`config.mk`:
```
export PLATFORM = sky130hd
export DESIGN_NAME = uart_tx_ctrl_flat
export DESIGN_NICKNAME = d
export VERILOG_FILES = /design/src/rtl/uart_pkg.sv /design/src/rtl/uart_tx_ctrl_if.sv /design/src/rtl/uart_tx_fifo.sv /design/src/rtl/uart_tx_ctrl.sv /design/src/flat_wrapper.sv
export SDC_FILE = /design/constraint.sdc
export NUM_CORES = 1
export LEC_CHECK = 0
export ABC_AREA = 1
export CAP_MARGIN = 20
export CORE_MARGIN = 1.5
export CORE_UTILIZATION = 45
export DETAILED_ROUTE_END_ITERATION = 8
export GPL_ROUTABILITY_DRIVEN = 0
export PLACE_DENSITY = 0.72
export REMOVE_ABC_BUFFERS = 1
export SLEW_MARGIN = 20
export SYNTH_ARGS = -nofsm -noshare
export SYNTH_HDL_FRONTEND = slang
export SYNTH_SLANG_ARGS = --single-unit
```
`constraint.sdc`:
```
create_clock -name CLK -period 2.53 [get_ports CLK]
set_input_delay 0.253 -clock CLK [delete_from_list [all_inputs] [get_ports CLK]]
set_output_delay 0.253 -clock CLK [all_outputs]
set_load 0.005 [all_outputs]
```
`src/rtl/uart_pkg.sv`:
```
// Shared types and constants for the serial transmit path.
package uart_pkg;

  localparam int UART_FRAME_BITS = 10;
  localparam int UART_DATA_BITS  = 8;

  typedef enum logic [1:0] {
    IDLE  = 2'd0,
    START = 2'd1,
    DATA  = 2'd2,
    STOP  = 2'd3
  } uart_state_e;

endpackage

```
`src/rtl/uart_tx_ctrl_if.sv`:
```
// CPU-side write path and status of the serial transmitter.
interface uart_tx_ctrl_if
  import uart_pkg::*;
#(
  parameter int FIFO_DEPTH = 4
) ();

  localparam int LEVEL_W = $clog2(FIFO_DEPTH) + 1;

  logic                      wr_en;
  logic [UART_DATA_BITS-1:0] wr_data;
  logic                      wr_ready;
  logic [LEVEL_W-1:0]        level;
  logic                      busy;
  logic                      ovf;

  modport master (
    output wr_en,
    output wr_data,
    input  wr_ready,
    input  level,
    input  busy,
    input  ovf
  );

  modport slave (
    input  wr_en,
    input  wr_data,
    output wr_ready,
    output level,
    output busy,
    output ovf
  );

endinterface

```
`src/rtl/uart_tx_fifo.sv`:
```
// Small synchronous byte FIFO; the head is readable combinationally so the
// transmitter can load it on the same edge it pops.
module uart_tx_fifo #(
  parameter int DEPTH = 4,
  parameter int WIDTH = 8
) (
  input  logic                   clk,
  input  logic                   rst_n,
  input  logic                   push,
  input  logic [WIDTH-1:0]       push_data,
  input  logic                   pop,
  output logic [WIDTH-1:0]       pop_data,
  output logic                   full,
  output logic                   empty,
  output logic [$clog2(DEPTH):0] level
);

  localparam int AW = $clog2(DEPTH);

  logic [WIDTH-1:0] mem [DEPTH];
  logic [AW-1:0]    wr_ptr_reg;
  logic [AW-1:0]    rd_ptr_reg;
  logic [AW:0]      level_reg;
  logic             push_ok;
  logic             pop_ok;

  assign full     = (level_reg == (AW+1)'(DEPTH));
  assign empty    = (level_reg == '0);
  assign level    = level_reg;
  assign pop_data = mem[rd_ptr_reg];
  assign push_ok  = push && !full;
  assign pop_ok   = pop && !empty;

  always_ff @(posedge clk) begin
    if (push_ok) begin
      mem[wr_ptr_reg] <= push_data;
    end
  end

  // Pointers wrap naturally because DEPTH is a power of two.
  always_ff @(posedge clk or negedge rst_n) begin
    if (!rst_n) begin
      wr_ptr_reg <= '0;
      rd_ptr_reg <= '0;
      level_reg  <= '0;
    end else begin
      if (push_ok) begin
        wr_ptr_reg <= wr_ptr_reg + 1'b1;
      end
      if (pop_ok) begin
        rd_ptr_reg <= rd_ptr_reg + 1'b1;
      end
      case ({push_ok, pop_ok})
        2'b10:   level_reg <= level_reg + 1'b1;
        2'b01:   level_reg <= level_reg - 1'b1;
        default: level_reg <= level_reg;
      endcase
    end
  end

endmodule

```
`src/rtl/uart_tx_ctrl.sv`:
```
// 8N1 transmitter: buffers CPU writes and serialises them onto TXD,
// chaining frames back to back while the FIFO holds data.
module uart_tx_ctrl
  import uart_pkg::*;
#(
  parameter int CLKS_PER_BIT = 104,
  parameter int FIFO_DEPTH   = 4
) (
  input  logic           CLK,
  input  logic           RESETN,
  uart_tx_ctrl_if.slave  bus,
  output logic           TXD
);

  localparam int                 BAUD_W    = (CLKS_PER_BIT > 1) ? $clog2(CLKS_PER_BIT) : 1;
  localparam logic [BAUD_W-1:0]  BAUD_LAST = BAUD_W'(CLKS_PER_BIT - 1);
  localparam logic [2:0]         BIT_LAST  = 3'(UART_DATA_BITS - 1);
  localparam int                 LEVEL_W   = $clog2(FIFO_DEPTH) + 1;

  uart_state_e               state_reg, state_next;
  logic [BAUD_W-1:0]         baud_cnt_reg, baud_cnt_next;
  logic [2:0]                bit_cnt_reg, bit_cnt_next;
  logic [UART_DATA_BITS-1:0] shift_reg, shift_next;
  logic                      txd_reg, txd_next;
  logic                      ovf_reg, ovf_next;

  logic                      fifo_pop;
  logic                      fifo_full;
  logic                      fifo_empty;
  logic [UART_DATA_BITS-1:0] fifo_data;
  logic [LEVEL_W-1:0]        fifo_level;
  logic                      baud_done;

  uart_tx_fifo #(
    .DEPTH (FIFO_DEPTH),
    .WIDTH (UART_DATA_BITS)
  ) u_fifo (
    .clk       (CLK),
    .rst_n     (RESETN),
    .push      (bus.wr_en),
    .push_data (bus.wr_data),
    .pop       (fifo_pop),
    .pop_data  (fifo_data),
    .full      (fifo_full),
    .empty     (fifo_empty),
    .level     (fifo_level)
  );

  assign baud_done    = (baud_cnt_reg == BAUD_LAST);
  assign bus.wr_ready = !fifo_full;
  assign bus.level    = fifo_level;
  assign bus.busy     = (state_reg != IDLE) || (fifo_level != '0);
  assign bus.ovf      = ovf_reg;
  assign TXD          = txd_reg;

  always_comb begin
    state_next    = state_reg;
    baud_cnt_next = baud_cnt_reg + 1'b1;
    bit_cnt_next  = bit_cnt_reg;
    shift_next    = shift_reg;
    fifo_pop      = 1'b0;
    ovf_next      = ovf_reg | (bus.wr_en & fifo_full);

    case (state_reg)
      IDLE: begin
        baud_cnt_next = '0;
        if (!fifo_empty) begin
          fifo_pop     = 1'b1;
          shift_next   = fifo_data;
          bit_cnt_next = '0;
          state_next   = START;
        end
      end
      START: begin
        if (baud_done) begin
          baud_cnt_next = '0;
          state_next    = DATA;
        end
      end
      DATA: begin
        if (baud_done) begin
          baud_cnt_next = '0;
          shift_next    = shift_reg >> 1;
          if (bit_cnt_reg == BIT_LAST) begin
            state_next = STOP;
          end else begin
            bit_cnt_next = bit_cnt_reg + 1'b1;
          end
        end
      end
      STOP: begin
        // Chain the next frame directly from the last stop cycle.
        if (baud_done) begin
          baud_cnt_next = '0;
          bit_cnt_next  = '0;
          if (!fifo_empty) begin
            fifo_pop   = 1'b1;
            shift_next = fifo_data;
            state_next = START;
          end else begin
            state_next = IDLE;
          end
        end
      end
      default: begin
        state_next    = IDLE;
        baud_cnt_next = '0;
      end
    endcase

    // TXD is registered from the next state so it lines up with the FSM.
    case (state_next)
      START:   txd_next = 1'b0;
      DATA:    txd_next = shift_next[0];
      default: txd_next = 1'b1;
    endcase
  end

  always_ff @(posedge CLK or negedge RESETN) begin
    if (!RESETN) begin
      state_reg    <= IDLE;
      baud_cnt_reg <= '0;
      bit_cnt_reg  <= '0;
      shift_reg    <= '0;
      txd_reg      <= 1'b1;
      ovf_reg      <= 1'b0;
    end else begin
      state_reg    <= state_next;
      baud_cnt_reg <= baud_cnt_next;
      bit_cnt_reg  <= bit_cnt_next;
      shift_reg    <= shift_next;
      txd_reg      <= txd_next;
      ovf_reg      <= ovf_next;
    end
  end

endmodule

```
`src/flat_wrapper.sv`:
```
// flat-port wrapper written by rule: the top's interface ports become plain ports
module uart_tx_ctrl_flat import uart_pkg::*;
#(
  parameter int CLKS_PER_BIT = 104,
  parameter int FIFO_DEPTH   = 4
)
  (CLK, RESETN, TXD, bus_wr_en, bus_wr_data, bus_wr_ready, bus_level, bus_busy, bus_ovf);
  uart_tx_ctrl_if #(.FIFO_DEPTH(FIFO_DEPTH)) bus_i ();
  input  logic CLK;
  input  logic RESETN;
  output logic TXD;
  input wire logic [$bits(bus_i.wr_en)-1:0] bus_wr_en;
  input wire logic [$bits(bus_i.wr_data)-1:0] bus_wr_data;
  output wire logic [$bits(bus_i.wr_ready)-1:0] bus_wr_ready;
  output wire logic [$bits(bus_i.level)-1:0] bus_level;
  output wire logic [$bits(bus_i.busy)-1:0] bus_busy;
  output wire logic [$bits(bus_i.ovf)-1:0] bus_ovf;
  assign bus_i.wr_en = bus_wr_en;
  assign bus_i.wr_data = bus_wr_data;
  assign bus_wr_ready = bus_i.wr_ready;
  assign bus_level = bus_i.level;
  assign bus_busy = bus_i.busy;
  assign bus_ovf = bus_i.ovf;
  uart_tx_ctrl #(.CLKS_PER_BIT(CLKS_PER_BIT), .FIFO_DEPTH(FIFO_DEPTH)) u_core (.CLK(CLK), .RESETN(RESETN), .bus(bus_i), .TXD(TXD));
endmodule
```
* Word level (Yosys, flattened, before mapping)
Memories as Yosys holds them, arrays and structs flattened.
Index checks and enable logic that the tools add are counted.
** Storage, ports and cells
- Memories :: 1
- Output and inout port bits :: 7
- Flip-flop bits (word level) :: 29
- Bits in writable memories :: 32
- Logic and storage cells :: 72
** Memories
- u_core.u_fifo.mem :: depth 4, bits a word 8, rd ports 1, clocked after memory_dff 0, wr ports 1, RTL line uart_tx_fifo.sv:20 : logic [WIDTH-1:0] mem [DEPTH];
** Operators by class
- Bitwise gates (word level) :: 2
- Multiplexer cells :: 25
- Add/sub/neg operators :: 6
- Reduce and logical (&&, ||, !) cells :: 14
- Eq/ne operators :: 14
** Operator list (number)
- 8-bit two-way mux :: 3
- 8-bit one-hot mux with 3 select lines :: 1
- 7-bit one-hot mux with 2 select lines :: 1
- 3-bit two-way mux :: 4
- 2-bit two-way mux :: 5
- 3-bit one-hot mux with 3 select lines :: 1
- 2-bit == test, second input constant :: 4
- 2-bit one-hot mux with 4 select lines :: 1
- 7-bit by 1-bit adder with 7-bit output, second input constant :: 1
- 7-bit == test, second input constant :: 1
- 7-bit two-way mux :: 1
- 3-bit by 1-bit adder with 3-bit output, second input constant :: 2
- 2-bit by 1-bit == test with 1-bit output, second input constant :: 3
- 3-bit == test, second input constant :: 2
- 3-bit one-hot mux with 2 select lines :: 1
- 3-bit nonzero test :: 2
- 1-bit two-way mux :: 5
- 5-bit AND reduction :: 1
- 2-bit by 1-bit adder with 2-bit output, second input constant :: 2
- 2-bit by 1-bit inequality test with 1-bit output, second input constant :: 2
- 2-bit inequality test, second input constant :: 2
- 1-bit one-hot mux with 2 select lines :: 2
- 2-bit nonzero test :: 2
- 3-bit logical NOT :: 1
- other kinds (9) :: 11

* Longest topological paths before layout
- Word-level depth :: 7
- Mapped depth :: 13

* By module
From an unflattened synthesis, not the netlist that was laid out.
** Unflattened totals
- Cells, all modules :: 331
- Area total of the unflattened synthesis :: 3145.5 um^2
** Modules (own cells, without submodules)
- uart_tx_fifo :: instances 1, cells an instance 154, area an instance 1751.7 um^2
- uart_tx_ctrl :: instances 1, cells an instance 177, area an instance 1393.8 um^2

* Least setup slack after synthesis
No wires, ideal clock.
- Path kind :: register to register
- Start :: register u_core.state_reg[1]
- End :: register u_core.u_fifo.level_reg[2], in the netlist u_core.u_fifo.level[2]
- Clock period less this slack :: 2.215 ns
- Slack :: 0.315 ns
- Cell stages (with the launch flop) :: 12
- Library setup time :: 0.131 ns
- Path buffers :: 0
- Required time :: 2.399 ns
- Arrival :: 2.085 ns
- Path through :: dfrtp_1 > inv_1 > ha_1 > nor2_1 > nand2_2 > inv_1 > ha_1 > inv_1 > fa_1 > a21oi_1 > o21ai_0 > xor2_1
** Between the ends
- Longest elaborated chain between the ends :: 5
- Elaborated cells on any way between the ends :: 8
- Classes of those cells :: eq/ne (3); mux (2); reduce/logical (3)
** Ends and longest elaborated chain
- start, declared :: RTL line uart_tx_ctrl.sv:20 : uart_state_e state_reg, state_next;
- start signal, assigned :: RTL line uart_tx_ctrl.sv:128 : state_reg <= state_next;
- 2-bit == test or 2-bit logical NOT (tied branches) :: RTL line uart_tx_ctrl.sv:64 : case (state_reg)
- 1-bit one-hot mux with 2 select lines * :: RTL line uart_tx_ctrl.sv:64
- 1-bit logical AND * :: RTL line uart_tx_fifo.sv:32 : assign pop_ok = pop && !empty;
- named net u_core.u_fifo.pop_ok :: RTL line uart_tx_fifo.sv:25 : logic pop_ok;
- 2-bit by 1-bit == test with 1-bit output or 2-bit == test (tied branches) :: RTL line uart_tx_fifo.sv:53 : case ({push_ok, pop_ok})
- 3-bit one-hot mux with 2 select lines or 2-bit nonzero test (tied branches)
- end signal, assigned :: RTL line uart_tx_fifo.sv:54 : 2'b10: level_reg <= level_reg + 1'b1;
- end signal, assigned :: RTL line uart_tx_fifo.sv:55 : 2'b01: level_reg <= level_reg - 1'b1;
- end signal, assigned :: RTL line uart_tx_fifo.sv:56 : default: level_reg <= level_reg;
- end, declared :: RTL line uart_tx_fifo.sv:23 : logic [AW:0] level_reg;
The timed path passes the listed nets; every way through them passes the cells marked *.
A chain may end at the register's enable or synchronous reset.

* Worst setup path in the final report
- Start :: register u_core.state_reg[0]
- End :: register u_core.u_fifo.level_reg[2], in the netlist u_core.u_fifo.level[2]
Same word-level chain as after synthesis.

==> metrics.yaml <==
cts.sink_count: 61
syn-instance-count: 298
dieArea_um2: 7160
max-slew-margin-rel_pct: 63.0
endpoint_kind: "flop"
via_per_inst: 5.04
critPathBufInv: 4
fin_cells: 409
yosys.area.top_type_share_pct: 32.0
grt_max_degree: 30
crit_top_cell: "inv_1"
clk_pin_slew_ns: 0.08
drv_cap: 0
insertion_delay_ns: 0.35
multi_input_area_um2: 1150
slew_violations: 0
power_density_nw_per_um2: 749
n_antenna_cell: 0
num_vias: 2063
async_reset_ff_share_pct: 47.5
io_buffers: 17
vdd_drop_max_uv: 510
cp_num_cells: 12
seq_area_um2: 1690
first_iter_violations: 91
finalSetupTns_ns: 0
reg2reg_depth: 12
mostFrequentLayoutCells: "nand2_1, nor2_1, edfxtp_1"
cts_tree: "built"
startpoint: "u_core.state_reg[0]"
ios: 18
synth_area_um2: 3000
tightest_slew_ns: 0.555
worstPathArrival_ns: 2.56
ant_nets: 0
placed_cells_incl_taps: 393
hold_viol: 0
area_growth_pct: 15.8
holdBufCountCts: 0
synthTopCellsByArea: "edfxtp_1, dfrtp_1, nand2_1"
cpPeakStageDelay_ns: 0.44
routed_wl_mm: 5.41
crit_family: "adder cells"
firstDrtPassIters: 4
r2r-start: "u_core.state_reg[0]"
chipHeight_um: 84.6
grt_pass1_wl_mm: 9.74
crit_required_ns: 2.77
core-area_um2: 6390
rsz0062_at_grt: "false"
hold_path.class: "input port to asynchronous set/reset pin"
rows: 29
ys_ff_latch: 61
yosysSeqAreaShare_pct: 56.3
ys.flop_type: "edfxtp_1"
startpoint_type: "flop"
h-tree-depth: 3
drive_gt1_share_pct: 15.4
wl_per_cell_um: 13.2
grt_usage_pct: 17.7
largest_register_ffs: 32
drc_errors: 0
hpwl_mm: 3.83
fillers: 575
crit_slowest_cell: "dfrtp_1"
synth_edf_count: 32
initial_core_util_pct: 47.0
r2r-end: "u_core.u_fifo.level[2]"
cp_max_fo: 10
critical_path_class: "flop to flop"
endpoint: "u_core.u_fifo.level[2]"
status: "finished clean"
fin_worst_skew_ns: 0.0108
grt_pass1_vias: 2131
final_nets: 353
fin_crit_ns: 2.32
die-width_um: 84.6
leakage_uw: 0.00147
crit_chain: "inv_2, ha_1, inv_1, nand2_4, nand2_2, inv_1, ha_1, inv_1, fa_1, a21oi_1, o21ai_0, xor2_1"
yosysTopAreaCell: "edfxtp_1"
layout_commonest_cell: "nand2_1"
syn_area_per_cell_um2: 10.1
setup_viol: 0
yosysWarnings: 0
fmaxAchievable_mhz: 430
fin_crit_sh_pct: 91.8
clockBufferDepth: 2
yosysUniqueCellTypes: 36
antenna_found_initial: 0
reg2reg_slack_ns: 0.21
overflow: 0
cts_made_buffers: 9
clk_root_buffer_cell: "clkbuf_8"
kinds of logic (layout without fill, tap and decap cells):
family                   Yosys count  after routing  share of synthesized area, %
AO/OA/AOI/OAI                     48             48                          9.43
XOR/XNOR                           4              4                          1.17
buffers and inverters             35             69                          5.34
flip-flops                        61             61                          56.3
AND/OR/NAND/NOR                  135            135                          21.3
adder cells (fa/ha/maj)           15             15                          6.51
where the power goes:
part / switching (µW) / leakage [µW] / internal, µW
clock: 398 / 0.0000935 / 457
combinational: 283 / 0.000733 / 202
sequential: 58.2 / 0.000639 / 1200
synthesized netlist by cell type (2+ instances only):
| cell | instances |
|---|---|
| ha_1 | 14 |
| o21ai_0 | 25 |
| nand3_1 | 20 |
| inv_1 | 26 |
| o211ai_1 | 7 |
| nor3_1 | 3 |
| xor2_1 | 3 |
| nand2_1 | 48 |
| dfrtp_1 | 28 |
| or2_2 | 3 |
| buf_4 | 3 |
| nor2_1 | 40 |
| nor2_4 | 3 |
| nor3b_1 | 2 |
| buf_2 | 2 |
| a21oi_1 | 9 |
| nor2_2 | 2 |
| edfxtp_1 | 32 |
| o21ai_1 | 2 |
| and3_1 | 2 |
| nand2_2 | 7 |
| nand2_4 | 3 |
worst min-delay path by stage:
stage	depth (start not counted)	to	slack, ns
after floorplan	0	u_core.baud_cnt_reg[0]	-0.04
after global placement	1	u_core.baud_cnt_reg[0]	0.44
after detailed placement	1	u_core.baud_cnt_reg[0]	0.46
after CTS	2	u_core.u_fifo.level[2]	0.29
after global routing	2	u_core.u_fifo.level[2]	0.32
final	2	u_core.u_fifo.level[2]	0.28
per-stage QoR:
stage               setup WS [ns]  util [%]  hold slack (ns)  instance area [µm²]  total power [µW]
finish                      0.207      54.4            0.284                 3470              2600
global placement            0.222      51.3            0.444                 3270              1760
detailed placement          0.134      51.3            0.457                 3270              1770
CTS                         0.129      54.4            0.293                 3470              2630
floorplan                   0.314         -          -0.0426                 2960              1530
global route               0.0434      54.4            0.322                 3470              2750
worst reg2reg max path: cells and delay by family (launching register included):
kind                       cells  cell delay [ns]
and+or+nand+nor                2             0.23
DFF                            1             0.44
adders and majority gates      3             0.76
buffers and inverters          4             0.40
AOI/OAI and AO/OA              2             0.25
xor gates and xnor gates       1             0.15
routing by layer:
layer | routed length, µm | global-route usage (%)
met5 | 0 | 0
met4 | 65 | 7.04
met3 | 235 | 5.90
met2 | 2630 | 28.5
met1 | 2480 | 22.1
cell type report:
class                   count  area share [%]
clock inverters             7            2.16
well taps                  77            2.77
inverters                  29            3.35
repair buffers             24            6.41
multi-input cells         202            33.1
clock buffers               9            3.57
flip-flops and latches     61            48.6
timing repair:
| action | CTS | global route |
|---|---|---|
| setup buffers | 0 | 0 |
| setup endpoints to repair | 0 | 1 |
| resized for setup | 0 | 1 |
Power figures use the tool's default switching activity.
